===== src/rtl/xorpuf_pkg.sv =====
// Shared types and constants for the XOR arbiter-PUF controller.
package xorpuf_pkg;

    localparam int N_DEF = 16;
    localparam int K_DEF = 8;

    typedef enum logic [2:0] {
        IDLE,
        SETTLE,
        FIRE,
        WAIT,
        CAPTURE,
        RESP,
        RELAX
    } state_t;

    function automatic int clog2(input int v);
        int r;
        r = 0;
        for (int i = 0; i < 31; i++)
            if ((1 << i) < v) r = i + 1;
        return r;
    endfunction

endpackage


===== src/rtl/xorpuf_if.sv =====
// Request/response and PUF-array signal bundle; the slave modport is the controller side.
// resp_unstable exists only when XORPUF_MAJ_EN is defined.
interface xorpuf_if
    import xorpuf_pkg::*;
#(
    parameter int N = N_DEF,
    parameter int K = K_DEF
);
    logic         req_valid;
    logic         req_ready;
    logic [N-1:0] req_chal;
    logic         resp_valid;
    logic         resp_ready;
    logic         resp_bit;
    logic [K-1:0] resp_bits;
    logic         resp_timeout;
`ifdef XORPUF_MAJ_EN
    logic         resp_unstable;
`endif
    logic [N-1:0] puf_c;
    logic         puf_tig;
    logic         puf_ready;
    logic [K-1:0] puf_bit_a;
    logic         puf_bit;

    modport slave (
        input  req_valid, req_chal, resp_ready, puf_ready, puf_bit_a, puf_bit,
        output req_ready, resp_valid, resp_bit, resp_bits, resp_timeout, puf_c, puf_tig
`ifdef XORPUF_MAJ_EN
        , output resp_unstable
`endif
    );

    modport master (
        output req_valid, req_chal, resp_ready, puf_ready, puf_bit_a, puf_bit,
        input  req_ready, resp_valid, resp_bit, resp_bits, resp_timeout, puf_c, puf_tig
`ifdef XORPUF_MAJ_EN
        , input resp_unstable
`endif
    );

endinterface


===== src/rtl/xorpuf_sync2.sv =====
// Two-flop synchronizer for the asynchronous array-ready indication.
module xorpuf_sync2 (
    input  logic clk,
    input  logic rst_n,
    input  logic d,
    output logic q
);
    logic meta;

    always_ff @(posedge clk) begin
        if (!rst_n) {q, meta} <= 2'b00;
        else        {q, meta} <= {meta, d};
    end

endmodule


===== src/rtl/xorpuf_ctrl.sv =====
// Sequencer for the XOR arbiter-PUF array: settle, fire, wait/timeout, capture, respond, relax.
// XORPUF_MAJ_EN: evaluate each challenge VOTES times and return per-APUF majority plus resp_unstable.
module xorpuf_ctrl
    import xorpuf_pkg::*;
#(
    parameter int N           = N_DEF,
    parameter int K           = K_DEF,
    parameter int SETTLE_CYC  = 4,
    parameter int TIMEOUT_CYC = 255
`ifdef XORPUF_MAJ_EN
    , parameter int VOTES     = 5
`endif
) (
    input logic     clk,
    input logic     rst_n,
    xorpuf_if.slave bus
);
    // One counter serves settle, wait and relax, so it must cover the larger limit.
    localparam int CMAX = (TIMEOUT_CYC > SETTLE_CYC) ? TIMEOUT_CYC : SETTLE_CYC;
    localparam int CW   = clog2(CMAX + 1);

    state_t        state, state_nx;
    logic [CW-1:0] cnt, cnt_nx;
    logic          ready_s, settle_hit, tmo_hit, tmo_fire, last_eval, more;
    logic [N-1:0]  chal_q;
    logic [K-1:0]  bits_q, cap_bits;
    logic          tig_q, bit_q, tmo_q, cap_bit;

    xorpuf_sync2 u_sync (.clk(clk), .rst_n(rst_n), .d(bus.puf_ready), .q(ready_s));

    assign settle_hit = (cnt == CW'(SETTLE_CYC - 1));
    assign tmo_hit    = (cnt == CW'(TIMEOUT_CYC - 1));
    assign tmo_fire   = (state == WAIT) && !ready_s && tmo_hit;

    always_ff @(posedge clk) begin
        if (!rst_n) begin
            state <= IDLE;
            cnt   <= '0;
        end else begin
            state <= state_nx;
            cnt   <= cnt_nx;
        end
    end

    always_comb begin
        state_nx = state;
        cnt_nx   = cnt + 1'b1;
        case (state)
            IDLE: begin
                cnt_nx = '0;
                if (bus.req_valid) state_nx = SETTLE;
            end
            SETTLE: if (settle_hit) begin
                state_nx = FIRE;
                cnt_nx   = '0;
            end
            FIRE: begin
                state_nx = WAIT;
                cnt_nx   = '0;
            end
            // ready is checked first so it wins a tie with the timeout
            WAIT: begin
                if (ready_s)      state_nx = CAPTURE;
                else if (tmo_hit) state_nx = RESP;
            end
            CAPTURE: begin
                state_nx = last_eval ? RESP : RELAX;
                cnt_nx   = '0;
            end
            RESP: begin
                cnt_nx = '0;
                if (bus.resp_ready) state_nx = RELAX;
            end
            RELAX: if (settle_hit) begin
                state_nx = more ? SETTLE : IDLE;
                cnt_nx   = '0;
            end
            default: state_nx = IDLE;
        endcase
    end

    always_ff @(posedge clk) begin
        if (!rst_n) begin
            chal_q <= '0;
            tig_q  <= 1'b0;
            bits_q <= '0;
            bit_q  <= 1'b0;
            tmo_q  <= 1'b0;
        end else begin
            case (state)
                IDLE: if (bus.req_valid) begin
                    chal_q <= bus.req_chal;
                    tmo_q  <= 1'b0;
                end
                SETTLE: if (settle_hit) tig_q <= 1'b1;
                WAIT: if (tmo_fire) begin
                    tmo_q  <= 1'b1;
                    bits_q <= '0;
                    bit_q  <= 1'b0;
                end
                CAPTURE: begin
                    if (last_eval) begin
                        bits_q <= cap_bits;
                        bit_q  <= cap_bit;
                    end else begin
                        tig_q  <= 1'b0;
                    end
                end
                RESP: if (bus.resp_ready) tig_q <= 1'b0;
                default: ;
            endcase
        end
    end

`ifdef XORPUF_MAJ_EN
    logic [K-1:0][3:0] votes, tally;
    logic [K-1:0]      maj;
    logic              mixed, uns_q;
    logic [3:0]        ev;

    always_comb begin
        tally = votes;
        maj   = '0;
        mixed = 1'b0;
        for (int i = 0; i < K; i++) begin
            tally[i] = votes[i] + 4'(bus.puf_bit_a[i]);
            maj[i]   = (tally[i] > 4'(VOTES / 2));
            if (tally[i] != 4'd0 && tally[i] != 4'(VOTES)) mixed = 1'b1;
        end
    end

    // ev counts finished evaluations; nonzero means RELAX must loop back to SETTLE
    always_ff @(posedge clk) begin
        if (!rst_n) begin
            votes <= '0;
            ev    <= '0;
            uns_q <= 1'b0;
        end else if (state == IDLE && bus.req_valid) begin
            votes <= '0;
            ev    <= '0;
            uns_q <= 1'b0;
        end else if (tmo_fire) begin
            ev    <= '0;
            uns_q <= 1'b0;
        end else if (state == CAPTURE) begin
            if (last_eval) begin
                ev    <= '0;
                uns_q <= mixed;
            end else begin
                votes <= tally;
                ev    <= ev + 1'b1;
            end
        end
    end

    assign last_eval         = (ev == 4'(VOTES - 1));
    assign more              = (ev != 4'd0);
    assign cap_bits          = maj;
    assign cap_bit           = ^maj;
    assign bus.resp_unstable = uns_q;
`else
    assign last_eval = 1'b1;
    assign more      = 1'b0;
    assign cap_bits  = bus.puf_bit_a;
    assign cap_bit   = bus.puf_bit;
`endif

    assign bus.req_ready    = (state == IDLE);
    assign bus.resp_valid   = (state == RESP);
    assign bus.resp_bit     = bit_q;
    assign bus.resp_bits    = bits_q;
    assign bus.resp_timeout = tmo_q;
    assign bus.puf_c        = chal_q;
    assign bus.puf_tig      = tig_q;

endmodule


===== src/flat_wrapper.sv =====
// flat-port wrapper written by rule: the top's interface ports become plain ports
module xorpuf_ctrl_flat import xorpuf_pkg::*;
#(
    parameter int N           = N_DEF,
    parameter int K           = K_DEF,
    parameter int SETTLE_CYC  = 4,
    parameter int TIMEOUT_CYC = 255

)
  (clk, rst_n, bus_req_valid, bus_req_chal, bus_resp_ready, bus_puf_ready, bus_puf_bit_a, bus_puf_bit, bus_req_ready, bus_resp_valid, bus_resp_bit, bus_resp_bits, bus_resp_timeout, bus_puf_c, bus_puf_tig);
  xorpuf_if #(.N(N), .K(K)) bus_i ();
  input logic clk;
  input logic rst_n;
  input wire logic [$bits(bus_i.req_valid)-1:0] bus_req_valid;
  input wire logic [$bits(bus_i.req_chal)-1:0] bus_req_chal;
  input wire logic [$bits(bus_i.resp_ready)-1:0] bus_resp_ready;
  input wire logic [$bits(bus_i.puf_ready)-1:0] bus_puf_ready;
  input wire logic [$bits(bus_i.puf_bit_a)-1:0] bus_puf_bit_a;
  input wire logic [$bits(bus_i.puf_bit)-1:0] bus_puf_bit;
  output wire logic [$bits(bus_i.req_ready)-1:0] bus_req_ready;
  output wire logic [$bits(bus_i.resp_valid)-1:0] bus_resp_valid;
  output wire logic [$bits(bus_i.resp_bit)-1:0] bus_resp_bit;
  output wire logic [$bits(bus_i.resp_bits)-1:0] bus_resp_bits;
  output wire logic [$bits(bus_i.resp_timeout)-1:0] bus_resp_timeout;
  output wire logic [$bits(bus_i.puf_c)-1:0] bus_puf_c;
  output wire logic [$bits(bus_i.puf_tig)-1:0] bus_puf_tig;
  assign bus_i.req_valid = bus_req_valid;
  assign bus_i.req_chal = bus_req_chal;
  assign bus_i.resp_ready = bus_resp_ready;
  assign bus_i.puf_ready = bus_puf_ready;
  assign bus_i.puf_bit_a = bus_puf_bit_a;
  assign bus_i.puf_bit = bus_puf_bit;
  assign bus_req_ready = bus_i.req_ready;
  assign bus_resp_valid = bus_i.resp_valid;
  assign bus_resp_bit = bus_i.resp_bit;
  assign bus_resp_bits = bus_i.resp_bits;
  assign bus_resp_timeout = bus_i.resp_timeout;
  assign bus_puf_c = bus_i.puf_c;
  assign bus_puf_tig = bus_i.puf_tig;
  xorpuf_ctrl #(.N(N), .K(K), .SETTLE_CYC(SETTLE_CYC), .TIMEOUT_CYC(TIMEOUT_CYC)) u_core (.clk(clk), .rst_n(rst_n), .bus(bus_i));
endmodule

===== config.mk =====
export PLATFORM = sky130hd
export DESIGN_NAME = xorpuf_ctrl_flat
export DESIGN_NICKNAME = d
export VERILOG_FILES = /design/src/rtl/xorpuf_pkg.sv /design/src/rtl/xorpuf_if.sv /design/src/rtl/xorpuf_sync2.sv /design/src/rtl/xorpuf_ctrl.sv /design/src/flat_wrapper.sv
export SDC_FILE = /design/constraint.sdc
export NUM_CORES = 1
export LEC_CHECK = 0
export ABC_AREA = 1
export BUFFER_PORTS_ARGS = -buffer_cell sky130_fd_sc_hd__buf_2
export CORE_ASPECT_RATIO = 0.7
export CORE_MARGIN = 2
export CORE_UTILIZATION = 44
export DETAILED_ROUTE_END_ITERATION = 10
export PLACE_DENSITY = 0.81
export SLEW_MARGIN = 20
export SYNTH_ARGS = -nofsm -noshare
export SYNTH_HDL_FRONTEND = slang
export SYNTH_SLANG_ARGS = --single-unit

===== constraint.sdc =====
create_clock -name clk -period 1.3 [get_ports clk]
set_input_delay 0.065 -clock clk [delete_from_list [all_inputs] [get_ports clk]]
set_output_delay 0.065 -clock clk [all_outputs]
set_load 0.03 [all_outputs]

==> flow_summary.yaml <==
setup_path:
  critPathLaunch: "u_core.cnt[0]$_SDFF_PN0_"
  crit_arrival_ns: 1.69
  path_max_fanout: 3
  start_kind: "flop"
  crit_type: "reg2reg"
  timing.rr.end: "u_core.state[1]$_SDFFE_PN0P_"
  crit_top_cell: "nand2_2"
  r2r-start: "u_core.cnt[0]$_SDFF_PN0_"
  max_stage_delay_ns: 0.36
  cp_cell_sequence: "inv_2, ha_1, nand2_1, nor2_1, nand2_2, nand2_1, nand2_2, nor2_4, nand2_2, o21ai_2, inv_1"
  worst_setup_path_end_kind: "flop"
  r2r_slack_ns: -0.19
  cp.required_ns: 1.50
  reg2regPathDepth: 11
  slowest_stage: "dfxtp_4"
  cp-endpoint: "u_core.state[1]$_SDFFE_PN0P_"
place:
  dp_hpwl_um: 2960
  placedCellCount: 343
  portBuffers: 58
  globalplace.congestion: 0.840
run_status:
  violations: "negative setup slack"
  status: "complete, but fails checks"
synth:
  yosys.area.top_type: "dfxtp_1"
  synth_seq_cells: 40
  yosysSeqAreaShare_pct: 46.6
  avgSynthCellArea_um2: 7.81
  synth_area_um2: 1720
  ys_types: 26
  yosysTopAreaCellShare_pct: 46.6
  yosys_warnings: 0
  synthArstFlopShare_pct: 0
  netlist_instances: 220
  synth_edf_count: 0
  synth_ff_type: "dfxtp_1"
  synthTopCellsByArea: "dfxtp_1, nand2_1, a21oi_1"
  synth_fp_nets: 252
power:
  leakagePower_nw: 1.16
  peakVddDrop_v: 0.00133
  power.density_nw_per_um2: 1910
  total_power_mw: 5.04
routing:
  viasPerCell: 5.04
  wl_met3_um: 367
  detail_route.iter0.violations: 117
  post_drt_wl_per_cell_um: 14.4
  drtAntennaViolNets: 0
  drt_first_pass_iters: 4
  vias: 1823
  drc: 0
  wl_met2_um: 2580
  routed.top_layer: "met4"
  drt-total-wl_um: 5220
  drt-met1-wl_um: 2150
clock_tree:
  cts-root-buf: "clkbuf_8"
  insertion_delay_ns: 0.30
  cts_tree: "done"
  clk_pin_slew_ns: 0.08
  h-tree-depth: 2
  cts_max_path_buffers: 2
  cts-buffers-inserted: 5
  clock-sinks: 40
cells_and_area:
  post-route-util_pct: 72.6
  drive_gt1_share_pct: 51.3
  fillers: 262
  antennaDiodeCount: 0
  nets: 343
  layout_common_cells: "buf_2, nand2_1, dfxtp_1, buf_4, a21oi_1"
  syn2layout_area_growth_pct: 53.2
  fin_cells: 362
  layout_commonest_cell: "buf_2"
floorplan:
  die_x_um: 78.7
  num_rows: 18
  die_h_um: 56.3
  dieArea_um2: 4430
  initial_core_util_pct: 47.4
  core_area_um2: 3630
  io_pins: 59
run:
  max_cap_violations: 0
timing:
  worst_pin_slew_ns: 0.264
  hold_viol: 0
  fmax_mhz: 672
  period_share_pct: 114
  finalMaxSlewViolations: 0
  rsz0062_at_grt: "true"
  min_period_ns: 1.49
  fin_worst_skew_ns: 0.00561
  finalSetupViolCount: 23
  layout_setup_ws_ns: -0.188
  relSlewSlack_pct: 82.4
global_route:
  grt_usage_pct: 22.7
  grt_pass1_vias: 1681
  grt_antenna_before_repair: 0
  grt_start_max_net_pins: 18
  grt_pass1_wl_um: 7760
  grt-ovfl-total: 0
worst_hold_path:
  hold_path_class: "in2reg"
## worst min-delay path by stage
stage                     startpoint                                    to  slack (ns)  cells past startpoint
floorplan                      rst_n         u_core.u_sync.meta$_SDFF_PN0_        0.16                      2
global placement       bus_puf_ready         u_core.u_sync.meta$_SDFF_PN0_        0.25                      3
detailed placement     bus_puf_ready         u_core.u_sync.meta$_SDFF_PN0_        0.27                      3
CTS                 bus_puf_bit_a[5]  u_core.bus.resp_bits[5]$_SDFFE_PN0P_       0.008                      3
global route        bus_req_chal[10]     u_core.bus.puf_c[10]$_SDFFE_PN0P_       0.008                      3
finish               bus_req_chal[5]      u_core.bus.puf_c[5]$_SDFFE_PN0P_       0.006                      3
## per-stage QoR
stage | setup slack, ns | hold slack, ns | setup TNS [ns] | area (µm²)
after floorplan | 0.000385 | 0.158 | 0 | 1720
after global placement | -0.0314 | 0.247 | -0.317 | 2210
after detailed placement | -0.131 | 0.267 | -1.71 | 2210
after CTS | -0.0744 | 0.00848 | -0.872 | 2440
after global routing | -0.283 | 0.00823 | -3.47 | 2630
final | -0.188 | 0.00564 | -2.36 | 2630
## final cells by class
type | count | area (µm²) | share of cell area, %
clock buffer | 6 | 82.6 | 3.14
clock inverter | 2 | 38.8 | 1.47
inverter | 16 | 62.6 | 2.38
multi-input combinational | 157 | 990 | 37.6
sequential | 40 | 812 | 30.8
tap | 50 | 62.6 | 2.38
timing repair buffer | 91 | 584 | 22.2
## where the power goes
part / switching [mW] / internal (mW)
Clock: 0.474 / 0.628
Sequential: 0.136 / 1.42
Combinational: 1.44 / 0.940
Total: 2.05 / 2.99
## routing by layer
layer / vias to the layer above / track usage [%]
li1: 891 / -
met1: 839 / 28.7
met2: 80 / 36.6
met3: 13 / 5.79
met4: 0 / 10.0
met5: - / 0
## sequential cells by signal (all words and copies together), names as in the netlist
name / count
u_core.bus.puf_tig: 1
u_core.bus.resp_bits: 8
u_core.bus.resp_bit: 1
u_core.cnt: 8
u_core.state: 3
u_core.u_sync.q: 1
u_core.u_sync.meta: 1
u_core.bus.puf_c: 16
u_core.bus.resp_timeout: 1
## cell usage after synthesis, types with 4 or more instances
cell and count:
nand2_1 59, dfxtp_1 40, a21oi_1 28, nand3_1 21
inv_1 13, nor2_1 12, nor3_1 8, nor2_4 7
clkbuf_1 5, xor2_1 4
## kinds of logic (layout without fill, tap and decap cells)
logic type	after synthesis	count (layout)	synth area share, %
AO/OA/AOI/OAI	32	32	9.76
flip-flops	40	40	46.6
XOR/XNOR	6	6	3.06
AND/OR/NAND/NOR	116	117	33.2
buffers and inverters	24	115	5.90
adder cells (fa/ha/maj)	2	2	1.46
## timing repair
| action | CTS | global route |
|---|---|---|
| endpoints found under the setup margin | 24 | 40 |
| hold buffers | 3 | 0 |
| resized for setup | 16 | 46 |
| gates cloned | 1 | 0 |
| pin swaps | 8 | 30 |
| buffers inserted | 3 | 5 |
| hold endpoints to repair | 2 | 0 |
## worst max-delay path, delay by kind of cell, from the launching register on
kind	cells	cell delay (ns)
simple gates	7	0.68
flops	1	0.36
fa+ha+maj	1	0.14
compound gates	1	0.11
buf+inv	2	0.10
(Power assumes the default switching activity.)
